`config.mk`:
```
export PLATFORM = sky130hd
export DESIGN_NAME = alu_packet_parser
export DESIGN_NICKNAME = d
export VERILOG_FILES = /design/src/rtl/alu_packet_parser.sv
export SDC_FILE = /design/constraint.sdc
export NUM_CORES = 1
export LEC_CHECK = 0
export CAP_MARGIN = 0
export CORE_UTILIZATION = 35
export CTS_CLUSTER_DIAMETER = 150
export DETAILED_ROUTE_END_ITERATION = 8
export PLACE_DENSITY = 0.69
export SYNTH_ARGS = -nofsm -noshare
export SYNTH_HDL_FRONTEND = slang
export SYNTH_SLANG_ARGS = --single-unit
```
`constraint.sdc`:
```
create_clock -name clk_i -period 6.1 [get_ports clk_i]
set_input_delay 0.915 -clock clk_i [delete_from_list [all_inputs] [get_ports clk_i]]
set_output_delay 0.915 -clock clk_i [all_outputs]
set_load 0.05 [all_outputs]
```
`src/rtl/alu_packet_parser.sv`:
```
// UART byte-stream packet parser: header decode, echo pass-through and 32-bit operand assembly for the ALU.
// Optional build macro ALU_PARSER_ERR_CHECK_EN enables err_o and length/opcode error checking.
module alu_packet_parser #(
  parameter logic [15:0] MAX_PAYLOAD = 16'd1020
) (
  input  logic        clk_i,
  input  logic        rst_ni,
  input  logic [7:0]  rx_data_i,
  input  logic        rx_valid_i,
  output logic        rx_ready_o,
  output logic [7:0]  echo_data_o,
  output logic        echo_valid_o,
  input  logic        echo_ready_i,
  output logic [7:0]  opcode_o,
  output logic [31:0] operand_o,
  output logic        operand_valid_o,
  input  logic        operand_ready_i,
  output logic        operand_first_o,
  output logic        operand_last_o,
  output logic        err_o
);

  // state   | meaning
  // IDLE    | waiting for opcode byte
  // RSVD    | skipping reserved header byte
  // LEN_LO  | capturing length bits [7:0]
  // LEN_HI  | capturing length bits [15:8], dispatching on opcode
  // ECHO    | payload bytes pass straight through to the transmitter
  // COLLECT | assembling 4 payload bytes into an operand
  // EMIT    | presenting an operand until the ALU accepts it
  // DRAIN   | discarding remaining payload bytes
  typedef enum logic [2:0] {
    S_IDLE, S_RSVD, S_LEN_LO, S_LEN_HI, S_ECHO, S_COLLECT, S_EMIT, S_DRAIN
  } state_t;

  localparam logic [7:0] OPCODE_ADD  = 8'h01;
  localparam logic [7:0] OPCODE_MUL  = 8'h02;
  localparam logic [7:0] OPCODE_DIV  = 8'h03;
  localparam logic [7:0] OPCODE_ECHO = 8'h04;

  state_t       r_state;
  state_t       w_next;
  state_t       w_lenhi_next;
  logic [7:0]   r_opcode;
  logic [7:0]   r_len_lo;
  logic [15:0]  r_cnt;
  logic [31:0]  r_shift;
  logic [1:0]   r_bidx;
  logic         r_first;

  logic [15:0]  w_len;
  logic         w_short;
  logic [15:0]  w_payload;
  logic         w_is_math;
  logic         w_is_echo;
  logic         w_math_ok;
  logic         w_acc;
  logic         w_emit_hs;
  logic         w_emit_last;

  assign w_len     = {rx_data_i, r_len_lo};
  assign w_short   = (w_len < 16'd4);
  // Lengths shorter than the header collapse to an empty payload.
  assign w_payload = w_short ? 16'd0 : (w_len - 16'd4);
  assign w_is_math = (r_opcode == OPCODE_ADD) || (r_opcode == OPCODE_MUL) ||
                     (r_opcode == OPCODE_DIV);
  assign w_is_echo = (r_opcode == OPCODE_ECHO);

  assign w_acc       = rx_valid_i & rx_ready_o;
  assign w_emit_hs   = operand_valid_o & operand_ready_i;
  assign w_emit_last = (r_cnt < 16'd4);

`ifdef ALU_PARSER_ERR_CHECK_EN
  logic w_len_err;
  logic r_err;

  assign w_math_ok = (w_payload[1:0] == 2'b00) && (w_payload <= MAX_PAYLOAD);
  assign w_len_err = w_short || (!w_is_math && !w_is_echo) || (w_is_math && !w_math_ok);
  assign err_o     = r_err;

  always_ff @(posedge clk_i or negedge rst_ni) begin
    if (!rst_ni) begin
      r_err <= 1'b0;
    end else begin
      r_err <= (r_state == S_LEN_HI) && w_acc && w_len_err;
    end
  end
`else
  // Without checking, a math payload with fewer than 4 bytes has nothing to emit.
  assign w_math_ok = (w_payload[15:2] != 14'd0);
  assign err_o     = 1'b0;
`endif

  always_comb begin
    w_lenhi_next = S_DRAIN;
    if (w_payload == 16'd0) begin
      w_lenhi_next = S_IDLE;
    end else if (w_is_echo) begin
      w_lenhi_next = S_ECHO;
    end else if (w_is_math && w_math_ok) begin
      w_lenhi_next = S_COLLECT;
    end
  end

  always_ff @(posedge clk_i or negedge rst_ni) begin
    if (!rst_ni) begin
      r_state <= S_IDLE;
    end else begin
      r_state <= w_next;
    end
  end

  always_comb begin
    w_next = r_state;
    case (r_state)
      S_IDLE:    if (w_acc) w_next = S_RSVD;
      S_RSVD:    if (w_acc) w_next = S_LEN_LO;
      S_LEN_LO:  if (w_acc) w_next = S_LEN_HI;
      S_LEN_HI:  if (w_acc) w_next = w_lenhi_next;
      S_ECHO:    if (w_acc && (r_cnt <= 16'd1)) w_next = S_IDLE;
      S_COLLECT: if (w_acc && (r_bidx == 2'd3)) w_next = S_EMIT;
      S_EMIT: begin
        if (w_emit_hs) begin
          if (!w_emit_last) w_next = S_COLLECT;
          else if (r_cnt == 16'd0) w_next = S_IDLE;
          else w_next = S_DRAIN;
        end
      end
      S_DRAIN: begin
        if (r_cnt == 16'd0) w_next = S_IDLE;
        else if (w_acc && (r_cnt == 16'd1)) w_next = S_IDLE;
      end
      default:   w_next = S_IDLE;
    endcase
  end

  always_comb begin
    rx_ready_o      = 1'b1;
    echo_valid_o    = 1'b0;
    echo_data_o     = 8'h00;
    operand_valid_o = 1'b0;
    operand_first_o = 1'b0;
    operand_last_o  = 1'b0;
    case (r_state)
      S_ECHO: begin
        rx_ready_o   = echo_ready_i;
        echo_valid_o = rx_valid_i;
        echo_data_o  = rx_data_i;
      end
      S_EMIT: begin
        rx_ready_o      = 1'b0;
        operand_valid_o = 1'b1;
        operand_first_o = r_first;
        operand_last_o  = w_emit_last;
      end
      default: rx_ready_o = 1'b1;
    endcase
  end

  always_ff @(posedge clk_i or negedge rst_ni) begin
    if (!rst_ni) begin
      r_opcode <= 8'h00;
      r_len_lo <= 8'h00;
      r_cnt    <= 16'd0;
      r_shift  <= 32'h0;
      r_bidx   <= 2'd0;
      r_first  <= 1'b0;
    end else begin
      if ((r_state == S_IDLE) && w_acc) begin
        r_opcode <= rx_data_i;
      end
      if ((r_state == S_LEN_LO) && w_acc) begin
        r_len_lo <= rx_data_i;
      end
      if ((r_state == S_LEN_HI) && w_acc) begin
        r_cnt   <= w_payload;
        r_first <= 1'b1;
        r_bidx  <= 2'd0;
      end
      if (((r_state == S_ECHO) || (r_state == S_COLLECT) || (r_state == S_DRAIN)) &&
          w_acc && (r_cnt != 16'd0)) begin
        r_cnt <= r_cnt - 16'd1;
      end
      // Little-endian assembly: the first byte shifts down to [7:0] after four bytes.
      if ((r_state == S_COLLECT) && w_acc) begin
        r_shift <= {rx_data_i, r_shift[31:8]};
        r_bidx  <= r_bidx + 2'd1;
      end
      if ((r_state == S_EMIT) && w_emit_hs) begin
        r_first <= 1'b0;
      end
    end
  end

  assign opcode_o  = r_opcode;
  assign operand_o = r_shift;

endmodule

```
-- After elaboration in Yosys (flattened, before gate mapping)
Index checks and enable logic that the tools add are counted.
- equal/unequal tests: 21
- bitwise gates (word level): 2
- reduce and logical (&&, ||, !) cells: 24
- muxes and demuxes: 28
- add/subtract/negate cells: 3
- $lt $le $gt $ge: 3
- operator list (cell ; count):
    2-to-1 mux 16 bit ; 3
    2-to-1 mux 3 bit ; 12
    zero test 16 bit ; 2
    < comparator 16 x 3 -> 1 bit, second input constant ; 2
    one-hot mux 3 bit (8 select lines) ; 1
    == test 16 x 1 -> 1 bit, second input constant ; 1
    == test 8 x 2 -> 1 bit, second input constant ; 2
    <= comparator 16 x 1 -> 1 bit, second input constant ; 1
    nonzero test 16 bit ; 1
    subtractor 16 x 1 -> 16 bit, second input constant ; 1
    subtractor 16 x 3 -> 16 bit, second input constant ; 1
    inequality test 2 bit, second input constant ; 7
    nonzero test 14 bit ; 1
    == test 3 bit, second input constant ; 4
    logical AND 1 bit ; 11
    == test 8 x 1 -> 1 bit, second input constant ; 1
    == test 8 x 3 -> 1 bit, second input constant ; 1
    2-to-1 mux 2 bit ; 4
    2-to-1 mux 8 bit ; 1
    AND reduction 8 bit ; 1
    == test 3 x 2 -> 1 bit, second input constant ; 2
    2-to-1 mux 1 bit ; 6
    nonzero test 2 bit ; 3
    logical OR 1 bit ; 4
    other kinds (7) ; 8
- bits of input ports: 13
- register bits after elaboration: 70
- output and inout bits: 54

-- Logic depth before layout (Yosys ltp)
Gate-level depths: netlist of the first run.
- depth in word-level cells: 9
- depth in mapped cells: 8

-- Worst setup path after synthesis of the first run
Ideal clock, no wire load.
- kind: register to output
- start point: register r_cnt[7]
- end point: output port operand_last_o
- arrival: 2.075 ns
- path buffers: 0
- stages on the path, launching flop included: 4
- setup slack: 3.110 ns
- required time: 5.185 ns
- cell sequence: dfrtp_1 nor4_2 nand3_2 nor3_1
- cells in the longest elaborated chain, start to end: 2
- ends and longest elaborated chain (item ; line ; source):
    start: declaration ; 46 ; logic [15:0] r_cnt;
    start signal: assignment ; 176 ; r_cnt <= w_payload;
    start signal: assignment ; 182 ; r_cnt <= r_cnt - 16'd1;
    < comparator 16 x 3 -> 1 bit ; 71 ; assign w_emit_last = (r_cnt < 16'd4);
    2-to-1 mux 1 bit ; 144 ; case (r_state)
    end: declaration ; 19 ; output logic operand_last_o,
Every way passes these cells.

-- Worst setup path in the final report of the first run
- start point: input port rx_data_i[0]
- end point: output port echo_data_o[0]
- cells in the longest elaborated chain, start to end: 1
- ends and longest elaborated chain (item ; line ; source):
    start: declaration ; 8 ; input logic [7:0] rx_data_i,
    2-to-1 mux 8 bit ; 144 ;
    end: declaration ; 11 ; output logic [7:0] echo_data_o,
Every way passes these cells.

==> impl_metrics.csv, run 1 <==
group,metric,value,unit
run_status,status,"completed",
finish,synthToLayoutAreaGrowth,25.56,%
critical_path,critical_path_required,5.18,ns
finish,nFillCells,973,
floorplan,die_area,11090,µm²
floorplan,start_util,0.3618,
clock_tree,cts_tree,"yes",
sta,slew_headroom,0.4184,
clock_tree,cts_buffer_depth,2,
yosys,synth_edf_count,0,
critical_path,slowest_delay,0.80,ns
yosys,synth-seq-cells,70,
sta,fin_setup_tns,0,ns
critical_path,r2r_cells,6,
routing,drt_iter0_drc,130,
finish,final_area,4690,µm²
critical_path,criticalPathCategory,"primary input to output pin",
finish,layout.nets,418,
sta,finalHoldViolCount,0,
critical_path,slowest_stage,"clkdlybuf4s50_1",
routing,vias_per_cell,5.366,
finish,multiInputGateArea,1873,µm²
critical_path,cp_num_buf_inv,2,
grt,track_usage,0.1719,
yosys,synthTopCellsByArea,"dfrtp_1, mux2_2, nand2_1, o211ai_1, o21ai_0",
grt,grt_overflow,0,
place,port_buffers,65,
routing,vias,2903,
critical_path,endpoint_kind,"output pin",
routing,drcViolationCount,0,
yosys,syn_area,3735,µm²
clock_tree,ctsResizeCount,0,
critical_path,path_common_cell,"clkdlybuf4s50_1",
place,place_congestion,0.8241,
clock_tree,htreeDepth,3,
floorplan,die_w,105.3,µm
yosys,syn_avg_cell_area,11.02,µm²
grt,antenna_found_initial,0,
routing,firstDrtPassIters,4,
min_path,worstHoldPathCells,1,
sta,slew_violations,0,
routing,ant_nets,0,
grt,grt_pass1_vias,2818,
sta,layout_setup_ws,2.445,ns
place,place_ws,2.427,ns
floorplan,die_h,105.3,µm
clock_tree,numCtsBuffers,9,
run,drv_cap,0,
finish,seq_area,1752,µm²
floorplan,core_area,10320,µm²
sta,finalSetupViolations,0,
place,place_area,4486,µm²
floorplan,std_cell_rows,37,
clock_tree,clk_pin_slew,0.08,ns
yosys,synthCells,339,
clock_tree,clock_sinks,70,
critical_path,start_kind,"primary input",
critical_path,arrival,2.74,ns
yosys,netlist.area_leader.share,0.4690,
grt,grt_pass1_wl,14.97,mm
clock_tree,clock_latency,0.35,ns
sta,worst_pin_slew,0.8724,ns
routing,wl_per_cell,16.37,µm
critical_path,critPathMaxFanout,9,
finish,final_cell_mix,"dfrtp_1, clkdlybuf4s50_1, mux2_2, nand2_1",
clock_tree,holdBufCountCts,0,
critical_path,crit_cells,3,
critical_path,worstPathCellList,"clkdlybuf4s50_1 > and3_1 > clkdlybuf4s50_1",
yosys,synth_top_area_cell,"dfrtp_1",
sta,post-route-period-util,0.5992,
yosys,synth_seq_area_share,0.4690,
grt,grt_start_max_net_pins,71,
clock_tree,root_buffer,"clkbuf_8",
place,placedCellCount,525,
yosys,synthFlopType,"dfrtp_1",
finish,layout_commonest_cell,"dfrtp_1",
yosys,async_flop_share,1.000,
power,power_leakage,0.001928,µW
critical_path,crit_family,"buffers and inverters",
sta,period_minus_slack,3.655,ns
place,hpwl,6.445,mm
sta,grt_setup_unrepaired,"no",
power,p_per_area,578.9,nW/µm²
min_path,hold_class,"flop to flop",
yosys,syn_nets,357,
routing,drt-total-wl,8.857,mm
finish,diodes,0,
yosys,ys_warn_count,0,
floorplan,ios,67,
clock_tree,post_cts_buffers,0,
sta,fin_skew,0.007770,ns
finish,final_util,0.4542,
yosys,ys_types,63,
sta,fmax,273.6,MHz
finish,stdcell_count,541,
finish,drive_gt1_frac,0.2198,
power,ir_worst_vdd,0.3266,mV
flip-flops by register name (all words and copies together), names as in the netlist:
signal	count
operand_o	32
r_first	1
opcode_o	8
r_state	3
r_cnt	16
r_len_lo	8
r_bidx	2
cell usage after synthesis (6+ instances only):
| master | n |
|---|---|
| o311ai_0 | 6 |
| nor4_1 | 7 |
| nor3_1 | 6 |
| clkbuf_1 | 10 |
| dfrtp_1 | 70 |
| o21ai_0 | 14 |
| and3_1 | 11 |
| nand2_1 | 31 |
| nand3_1 | 10 |
| nor2_1 | 14 |
| inv_1 | 8 |
| mux2_2 | 47 |
| a21oi_1 | 7 |
| o211ai_1 | 12 |
cell type report:
cell class | count | area share
multi-input cells | 244 | 0.3994
inverters | 8 | 0.006403
repair buffers | 67 | 0.1409
well taps | 136 | 0.03629
flip-flops and latches | 70 | 0.3735
clock inverters | 7 | 0.01708
clock buffers | 9 | 0.02641
path summary, 6_finish.rpt:
path | start | to | slack, ns
worst min-delay path | r_bidx[0]$_DFFE_PN0P_ | r_bidx[0]$_DFFE_PN0P_ | 0.51
worst max-delay path | rx_data_i[0] | echo_data_o[0] | 2.44
max in group asynchronous | rst_ni | r_cnt[12]$_DFFE_PN0P_ | 4.78
worst max register to register | r_state[0]$_DFFE_PN0P_ | r_cnt[8]$_DFFE_PN0P_ | 3.35
worst min register to register | r_bidx[0]$_DFFE_PN0P_ | r_bidx[0]$_DFFE_PN0P_ | 0.51
min in group asynchronous | rst_ni | operand_o[2]$_DFFE_PN0P_ | 0.76
kinds of logic (layout without fill, tap and decap cells):
kind of cell,after synthesis,in the layout,synth area share
AOI/OAI and AO/OA,62,62,0.1226
DFF,70,70,0.4690
adders and majority gates,5,5,0.01675
xor gates and xnor gates,6,6,0.01407
muxes,49,49,0.1484
other,1,1,0.001004
and+or+nand+nor,121,121,0.1987
buffers and inverters,25,91,0.02948
through the flow:
stage                     hold slack (ns)  power, µW
final                              0.5066       2715
after floorplan                    0.4674       1883
after global placement             0.4830       2301
after global routing               0.5242       2872
after detailed placement           0.4921       2333
after CTS                          0.5097       2728
report_power, final:
| part | internal [µW] | leakage [µW] | switching [µW] | total, µW |
|---|---|---|---|---|
| combinational | 550 | 0.000961 | 865 | 1410 |
| clock | 194 | 0.0000968 | 197 | 391 |
| sequential | 676 | 0.000869 | 233 | 909 |
metal layers:
metal / track usage / up-vias / share of wire
li1: - / 1389 / -
met1: 0.2413 / 1445 / 0.48
met2: 0.2613 / 62 / 0.47
met3: 0.03896 / 7 / 0.043
met4: 0.05634 / 0 / 0.0099
met5: 0 / - / 0
Note: power is estimated with default switching activity, not from simulation.
==> run 2, diff against run 1 <==
Settings changed: PLACE_DENSITY 0.69 to 0.71.
Clock period 6.1 ns to 3.1 ns, I/O delays scaled along.
==> run 2 against run 1 <==
Sequential cell count stayed put. Wire length increased by 3.7%. Clock skew decreased by 0.0022 ns. First-iteration DRC count shrank 25%. Clock power grew 77%. Critical path depth unchanged. Critical path type is now flop to output pin. Largest power group unchanged.
==> impl_metrics.csv, run 2 (synthesis results as in run 1) <==
group,metric,value,unit
clock_tree,clock_sinks,70,
grt,grt_start_max_net_pins,38,
clock_tree,cts_tree,"yes",
finish,largest_register_ffs,32,
grt,grt_pass1_wl,15.67,mm
run,drv_cap,0,
run_status,status,"completed",
sta,finalHoldViolCount,0,
clock_tree,htreeDepth,3,
critical_path,start_kind,"flop",
grt,use_met3,0.02412,
sta,hold_ws,0.1939,ns
clock_tree,cts_buffer_depth,2,
floorplan,die_w,105.3,µm
clock_tree,numCtsBuffers,9,
critical_path,arrival,2.33,ns
finish,layout_commonest_cell,"dfrtp_1",
power,ir_worst_vdd,0.7980,mV
critical_path,r2r-end,"r_state[0]$_DFFE_PN0P_",
critical_path,critPathMaxFanout,11,
place,port_buffers,65,
finish,diodes,0,
routing,wl_per_cell,16.55,µm
grt,grt_util_met2,0.2749,
grt,track_usage,0.1782,
sta,post-route-period-util,0.9032,
grt,antenna_found_initial,0,
critical_path,endpoint_kind,"output pin",
finish,synthToLayoutAreaGrowth,27.84,%
floorplan,start_util,0.3618,
floorplan,std_cell_rows,37,
routing,vias,3012,
sta,worst_pin_slew,0.7850,ns
routing,vias_per_cell,5.427,
critical_path,criticalPathCategory,"flop to output pin",
floorplan,die_area,11090,µm²
min_path,hold_class,"primary input to asynchronous set/reset pin",
power,power,5295,µW
clock_tree,root_buffer,"clkbuf_8",
finish,drive_gt1_frac,0.2578,
grt,globalRoute.busiestLayer,"met2",
sta,fin_setup_tns,0,ns
critical_path,worstReg2RegStart,"r_len_lo[2]$_DFFE_PN0P_",
clock_tree,clk_pin_slew,0.08,ns
sta,fmax,357.2,MHz
sta,finalSetupViolations,0,
place,place_congestion,0.8582,
place,place_area,4591,µm²
power,power_leakage,0.002021,µW
finish,layout.nets,432,
sta,slew_violations,0,
grt,grt_use_met1,0.2503,
floorplan,ios,67,
sta,fin_skew,0.005578,ns
grt,grt_overflow,0,
critical_path,worstPathCellList,"nor2b_1 > and3_1 > clkdlybuf4s50_1",
routing,firstDrtPassIters,4,
critical_path,r2r_setup_slack,0.51,ns
critical_path,slowest_delay,0.84,ns
routing,drcViolationCount,0,
routing,drt_iter0_drc,98,
floorplan,die_h,105.3,µm
critical_path,critical_path_required,2.63,ns
routing,drt-total-wl,9.183,mm
power,p_per_area,1109,nW/µm²
place,hpwl,6.747,mm
routing,ant_nets,0,
clock_tree,holdBufCountCts,0,
sta,grt_setup_unrepaired,"no",
critical_path,slowest_stage,"clkdlybuf4s50_1",
sta,slew_headroom,0.4767,
floorplan,core_area,10320,µm²
sta,period_minus_slack,2.800,ns
finish,final_area,4775,µm²
grt,grt_pass1_vias,3019,
finish,final_cell_mix,"dfrtp_1, clkdlybuf4s50_1, mux2_2, nand2_1, buf_4",
critical_path,r2r_cells,8,
clock_tree,clock_latency,0.34,ns
run 2: cell types whose count changed in the layout (fill, tap and decap cells not counted):
cell             change
buf_12               +1
buf_4               +18
bufinv_16            -1
clkdlybuf4s50_1      -6
clkinv_2             +1
dlymetal6s2s_1       +1
inv_6                -1
inv_8                +1
run 2: power by group:
| part | internal (µW) | switching [µW] |
|---|---|---|
| combinational | 1110 | 1700 |
| sequential | 1330 | 459 |
| clock | 301 | 391 |
run 2: repair_timing:
item	CTS	global route
setup buffers	0	0
endpoints found under the setup margin	0	1
resized for setup	0	1
run 2: how the worst max path moves through the flow:
stage | cells after the start | start | endpoint
after floorplan | 3 | r_cnt[7]$_DFFE_PN0P_ | operand_last_o
after global placement | 7 | rx_data_i[1] | r_state[2]$_DFFE_PN0P_
after detailed placement | 7 | rx_data_i[1] | r_state[0]$_DFFE_PN0P_
after CTS | 4 | r_cnt[11]$_DFFE_PN0P_ | operand_last_o
after global routing | 3 | r_state[2]$_DFFE_PN0P_ | echo_data_o[4]
final | 3 | r_state[2]$_DFFE_PN0P_ | echo_data_o[4]
run 2: metrics by stage:
step	util	std cells	setup slack (ns)
2_1_floorplan	-	339	0.5599
3_3_place_gp	0.4447	539	0.3625
3_5_place_dp	0.4447	539	0.2853
4_1_cts	0.4622	555	0.08576
5_1_grt	0.4625	555	0.2393
6_report	0.4625	555	0.3001
run 2: layout make-up:
class	instances	area, µm²
Sequential cell	70	1752
Multi-Input combinational cell	244	1873
Fill cell	952	5549
Timing Repair Buffer	81	768.2
Inverter	8	30.03
Clock buffer	9	123.9
Clock inverter	7	57.56
Tap cell	136	170.2
run 2: per-layer routing:
metal	up-vias	share of wire	wire (µm)
li1	1422	-	-
met1	1509	0.46	4267
met2	74	0.47	4351
met3	7	0.047	431
met4	0	0.014	131
met5	-	0	0
run 2: critical path, delay by kind of cell, from the launching register on:
kind | cells | cell delay (ns)
flops | 1 | 0.55
buf+inv | 1 | 0.84
simple gates | 2 | 0.60
==> RTL change 1: new RTL, flow settings as in run 2 <==
Build with the macro `ALU_PARSER_ERR_CHECK_EN` defined.
--- a/src/rtl/alu_packet_parser.sv
+++ b/src/rtl/alu_packet_parser.sv
@@ -1,5 +1,7 @@
 // UART byte-stream packet parser: header decode, echo pass-through and 32-bit operand assembly for the ALU.
 // Optional build macro ALU_PARSER_ERR_CHECK_EN enables err_o and length/opcode error checking.
+`define ALU_PARSER_ERR_CHECK_EN
+
 module alu_packet_parser #(
   parameter logic [15:0] MAX_PAYLOAD = 16'd1020
 ) (
Check against the original RTL: not equivalent (a bounded check fails within 10 cycles, from zero or initial values and one cycle with rst_ni low).
==> RTL change 1 against run 2 <==
- synthesized area down 0.80%
- non-clock buffer count up 4
- sequential cell count up 1
- die area down 0.79%
- final cell count up 2.2%
- wire length down 4.6%
- sequential share of layout area up 0.39 points
- setup slack worse by 0.11 ns
- combinational power up 4%
- critical endpoint is now operand_last_o
- cell area up 0.37%
- clock skew down 0.00073 ns
- power up 2.6%
==> RTL change 1: results (changes against run 2) <==
[metrics] Synth cell types: 57 (-9.5%)
[metrics] top cells by area in the synthesized netlist: sky130_fd_sc_hd__dfrtp_1 (48%), sky130_fd_sc_hd__mux2_2 (15%), sky130_fd_sc_hd__nand2_1 (2.3%)
[metrics] Worst Setup SP: r_cnt[6]$_DFFE_PN0P_
[metrics] Iter 0 DRT Violations: 158 (+61%)
[metrics] actual slew at the worst max-slew pin: 0.9073 ns (+0.1223 ns)
[metrics] maximum number of pins on one net before global-route repair: 43 (+13%)
[metrics] number of buffers inserted by port buffering: 66 (+1.5%)
[metrics] synth cell count leaders: sky130_fd_sc_hd__dfrtp_1 (71), sky130_fd_sc_hd__mux2_2 (48), sky130_fd_sc_hd__nand2_1 (23), sky130_fd_sc_hd__nor2_1 (22), sky130_fd_sc_hd__nand3_1 (16)
[metrics] RePlAce Congestion: 0.8317 (-3.1%)
[metrics] source of the worst register-to-register timing path: r_len_lo[7]$_DFFE_PN0P_
[metrics] run status: finished, final reports clean
[metrics] Clk pwr share: 13.6% (+0.5 points)
[metrics] maximum ir drop on the vdd rail: 0.001003 V (+26%)
[metrics] flop-to-flop setup slack: 0.46 ns (-0.05 ns)
[metrics] Data arrival, critical path: 2.45 ns (+0.12 ns)
[metrics] crit-path max FO: 7 (-4)
[metrics] top cell type's share of synthesized area: 47.96% (+1.1 points)
[metrics] number of global-route vias before repair: 2895 (-4.1%)
[metrics] global routing usage summed across all routing layers: 16.95% (-0.87 points)
[metrics] proportion of total power due to net switching: 46.66% (-1.6 points)
[metrics] fraction of final layout cells sized beyond drive strength 1: 23.20% (-2.6 points)
[metrics] wire length of the first global-routing pass: 14790 µm (-5.6%)
[metrics] power in combinational cells: 2.92 mW (+4%)
[metrics] sequential element share of the synthesized area: 47.96% (+1.1 points)
[metrics] worst setup path end: operand_last_o
[metrics] clock tree skew after final layout: 0.004849 ns (-0.0007297 ns)
[metrics] hold_ws: 0.2445 ns (+0.05067 ns)
[metrics] number of cells traversed by the worst register-to-register path: 7 (-1)
[metrics] post-detailed-placement half-perimeter wirelength: 6498 µm (-3.7%)
## RTL change 1: stage by stage
step	power, mW	util [%]	setup slack [ns]	instance area [µm²]	cells
after floorplan	3.755	-	0.5774	3705	350
after global placement	4.641	44.66	0.1832	4589	551
after detailed placement	4.704	44.66	0.09842	4589	551
after CTS	5.460	46.58	0.03095	4787	567
after global routing	5.750	46.63	0.06635	4792	567
final	5.432	46.63	0.1886	4792	567
## RTL change 1: final cells by class
class | instances | area, µm² | area share, %
flip-flops and latches | 71 | 1777 | 37.08
clock inverters | 5 | 56.30 | 1.175
multi-input cells | 249 | 1814 | 37.86
clock buffers | 11 | 141.4 | 2.950
inverters | 10 | 37.54 | 0.7833
well taps | 136 | 170.2 | 3.551
repair buffers | 85 | 795.8 | 16.61
## RTL change 1: worst max-delay path, stage by stage (launching register included)
cell and delay, ns:
sky130_fd_sc_hd__dfrtp_1 0.43, sky130_fd_sc_hd__nor3_2 0.34, sky130_fd_sc_hd__nand4_2 0.20, sky130_fd_sc_hd__nor2_4 0.19, sky130_fd_sc_hd__and2_1 0.14, sky130_fd_sc_hd__clkdlybuf4s50_1 0.79
## RTL change 1: routing by layer
| metal | vias to the layer above | GRT usage (%) | wire, µm |
|---|---|---|---|
| li1 | 1424 | - | - |
| met5 | - | 0 | 0 |
| met1 | 1429 | 23.49 | 4043 |
| met4 | 0 | 5.734 | 114 |
| met3 | 9 | 2.870 | 369 |
| met2 | 73 | 26.82 | 4231 |
## RTL change 1: cell families (layout without fill, tap and decap cells)
group,count (synthesis),after routing,share of synthesized area [%]
compound gates,63,63,11.18
buf+inv,30,111,3.208
fa+ha+maj,5,5,1.689
flops,71,71,47.96
mux,50,50,15.13
simple gates,122,122,18.71
xor+xnor,9,9,2.128
==> RTL change 2: new RTL, flow settings as in run 2 <==
Made on the original files. Re-encode `state_t` (8 states) as one-hot, 8 bits wide.
--- a/src/rtl/alu_packet_parser.sv
+++ b/src/rtl/alu_packet_parser.sv
@@ -29,8 +29,8 @@
   // COLLECT | assembling 4 payload bytes into an operand
   // EMIT    | presenting an operand until the ALU accepts it
   // DRAIN   | discarding remaining payload bytes
-  typedef enum logic [2:0] {
-    S_IDLE, S_RSVD, S_LEN_LO, S_LEN_HI, S_ECHO, S_COLLECT, S_EMIT, S_DRAIN
+  typedef enum logic [7:0] {
+    S_IDLE = 8'b00000001, S_RSVD = 8'b00000010, S_LEN_LO = 8'b00000100, S_LEN_HI = 8'b00001000, S_ECHO = 8'b00010000, S_COLLECT = 8'b00100000, S_EMIT = 8'b01000000, S_DRAIN = 8'b10000000
   } state_t;
 
   localparam logic [7:0] OPCODE_ADD  = 8'h01;
Formal check against the unedited RTL: same outputs for any inputs over 10 cycles, from zero or initial values and one cycle with rst_ni low; not proved beyond that.
==> RTL change 2 against run 2 <==
- the run now ends with design-rule violations left
- sequential power is 19% lower
- synthesized area grew 13%
- setup slack worse by 0.062 ns
- die area up 13%
- power shrank 25%
- sequential cell count grew 5
- worst hold slack better by 0.0041 ns
- sequential share of layout area is 2.4 points lower
- cell area grew 15%
- register-to-register slack worse by 0.19 ns
- first-iteration DRC count grew 95%
- wire length rose by 20%
- critical endpoint is now operand_valid_o
- largest cell class unchanged
==> RTL change 2: results (changes against run 2) <==
[metrics] power in the clock group: 1.05 mW (+52%)
[metrics] drt total wl: 11030 µm (+20%)
[metrics] wire length of the first global-routing pass: 18240 µm (+16%)
[metrics] power density over cell area: 722.1 nW/µm² (-35%)
[metrics] Iter 0 DRT Violations: 191 (+95%)
[metrics] synth cell count leaders: sky130_fd_sc_hd__dfrtp_1 (74), sky130_fd_sc_hd__mux2_2 (46), sky130_fd_sc_hd__nor2_1 (31), sky130_fd_sc_hd__nand2_1 (28), sky130_fd_sc_hd__o21ai_0 (24)
[metrics] worst-case setup margin in the final layout: 0.2381 ns (-0.06198 ns)
[metrics] run status: complete, but fails checks
[metrics] post-detailed-placement half-perimeter wirelength: 8263 µm (+22%)
[metrics] delay of the slowest cell on the worst path: 0.82 ns (-0.02 ns)
[metrics] Synth cell types: 69 (+9.5%)
[metrics] detailed-route wire length per cell: 17.32 µm (+4.7%)
[metrics] Post-Place Setup Slack: 0.2088 ns (-0.07647 ns)
[metrics] post-detailed-route DRC marker count: 1 (+1)
[metrics] Placed Cells: 621 (+15%)
[metrics] headroom to the max-slew limit: 48.53% (+0.86 points)
[metrics] fraction of final layout cells sized beyond drive strength 1: 22.87% (-2.9 points)
[metrics] maximum number of pins on one net before global-route repair: 43 (+13%)
[metrics] clock tree skew after final layout: 0.007224 ns (+0.001646 ns)
[metrics] maximum ir drop on the vdd rail: 0.0005472 V (-31%)
[metrics] violated checks: design-rule violations
[metrics] top cells by area in the synthesized netlist: sky130_fd_sc_hd__dfrtp_1 (44%), sky130_fd_sc_hd__mux2_2 (12%), sky130_fd_sc_hd__o21ai_0 (2.8%)
[metrics] Root Buffer Master: sky130_fd_sc_hd__clkbuf_16
[metrics] Vias/cell: 5.593 (+3.1%)
[metrics] power spent charging and discharging nets: 1.594 mW (-38%)
[metrics] number of global-route vias before repair: 3523 (+17%)
[metrics] crit-path max FO: 8 (-3)
[metrics] total leakage power: 2.340 nW (+16%)
[metrics] Synthesized Nets: 435 (+22%)
RTL change 2: cell count changes in the layout (fill, tap and decap cells not counted), moves of 10 or more:
cell,change
sky130_fd_sc_hd__nor2_1,+17
sky130_fd_sc_hd__and2_1,+12
sky130_fd_sc_hd__and3_1,-11
sky130_fd_sc_hd__o21ai_0,+10
RTL change 2: cell families (layout without fill, tap and decap cells):
group / count (synthesis) / count (layout) / synth area share [%]
AO/OA/AOI/OAI: 85 / 85 / 13.66
XOR/XNOR: 8 / 8 / 1.660
adder cells (fa/ha/maj): 5 / 5 / 1.482
buffers and inverters: 34 / 111 / 3.764
flip-flops: 75 / 75 / 44.49
multiplexers: 49 / 49 / 12.98
other: 1 / 1 / 0.08883
AND/OR/NAND/NOR: 160 / 160 / 21.87
RTL change 2: layout make-up:
| class | count | share of cell area (%) |
|---|---|---|
| repair buffers | 83 | 16.14 |
| flip-flops and latches | 75 | 34.32 |
| inverters | 12 | 0.8232 |
| clock buffers | 9 | 4.116 |
| well taps | 143 | 3.270 |
| multi-input cells | 308 | 39.93 |
| clock inverters | 7 | 1.395 |
RTL change 2: final timing paths:
path | depth (start not counted) | endpoint | from
max in group asynchronous | 2 | r_state[0]$_DFFE_PN1P_ | rst_ni
min in group clk_i | 2 | operand_o[28]$_DFFE_PN0P_ | operand_o[28]$_DFFE_PN0P_
min reg2reg | 2 | operand_o[28]$_DFFE_PN0P_ | operand_o[28]$_DFFE_PN0P_
min | 1 | operand_o[6]$_DFFE_PN0P_ | rst_ni
max reg2reg | 6 | r_state[3]$_DFFE_PN0P_ | r_cnt[4]$_DFFE_PN0P_
max | 4 | operand_valid_o | r_state[1]$_DFFE_PN0P_
RTL change 2: per-layer routing:
metal,share of wire [%],GRT usage (%)
met2,48,30.23
met5,0,0
met1,44,23.90
met4,1.1,5.856
met3,6.9,4.627
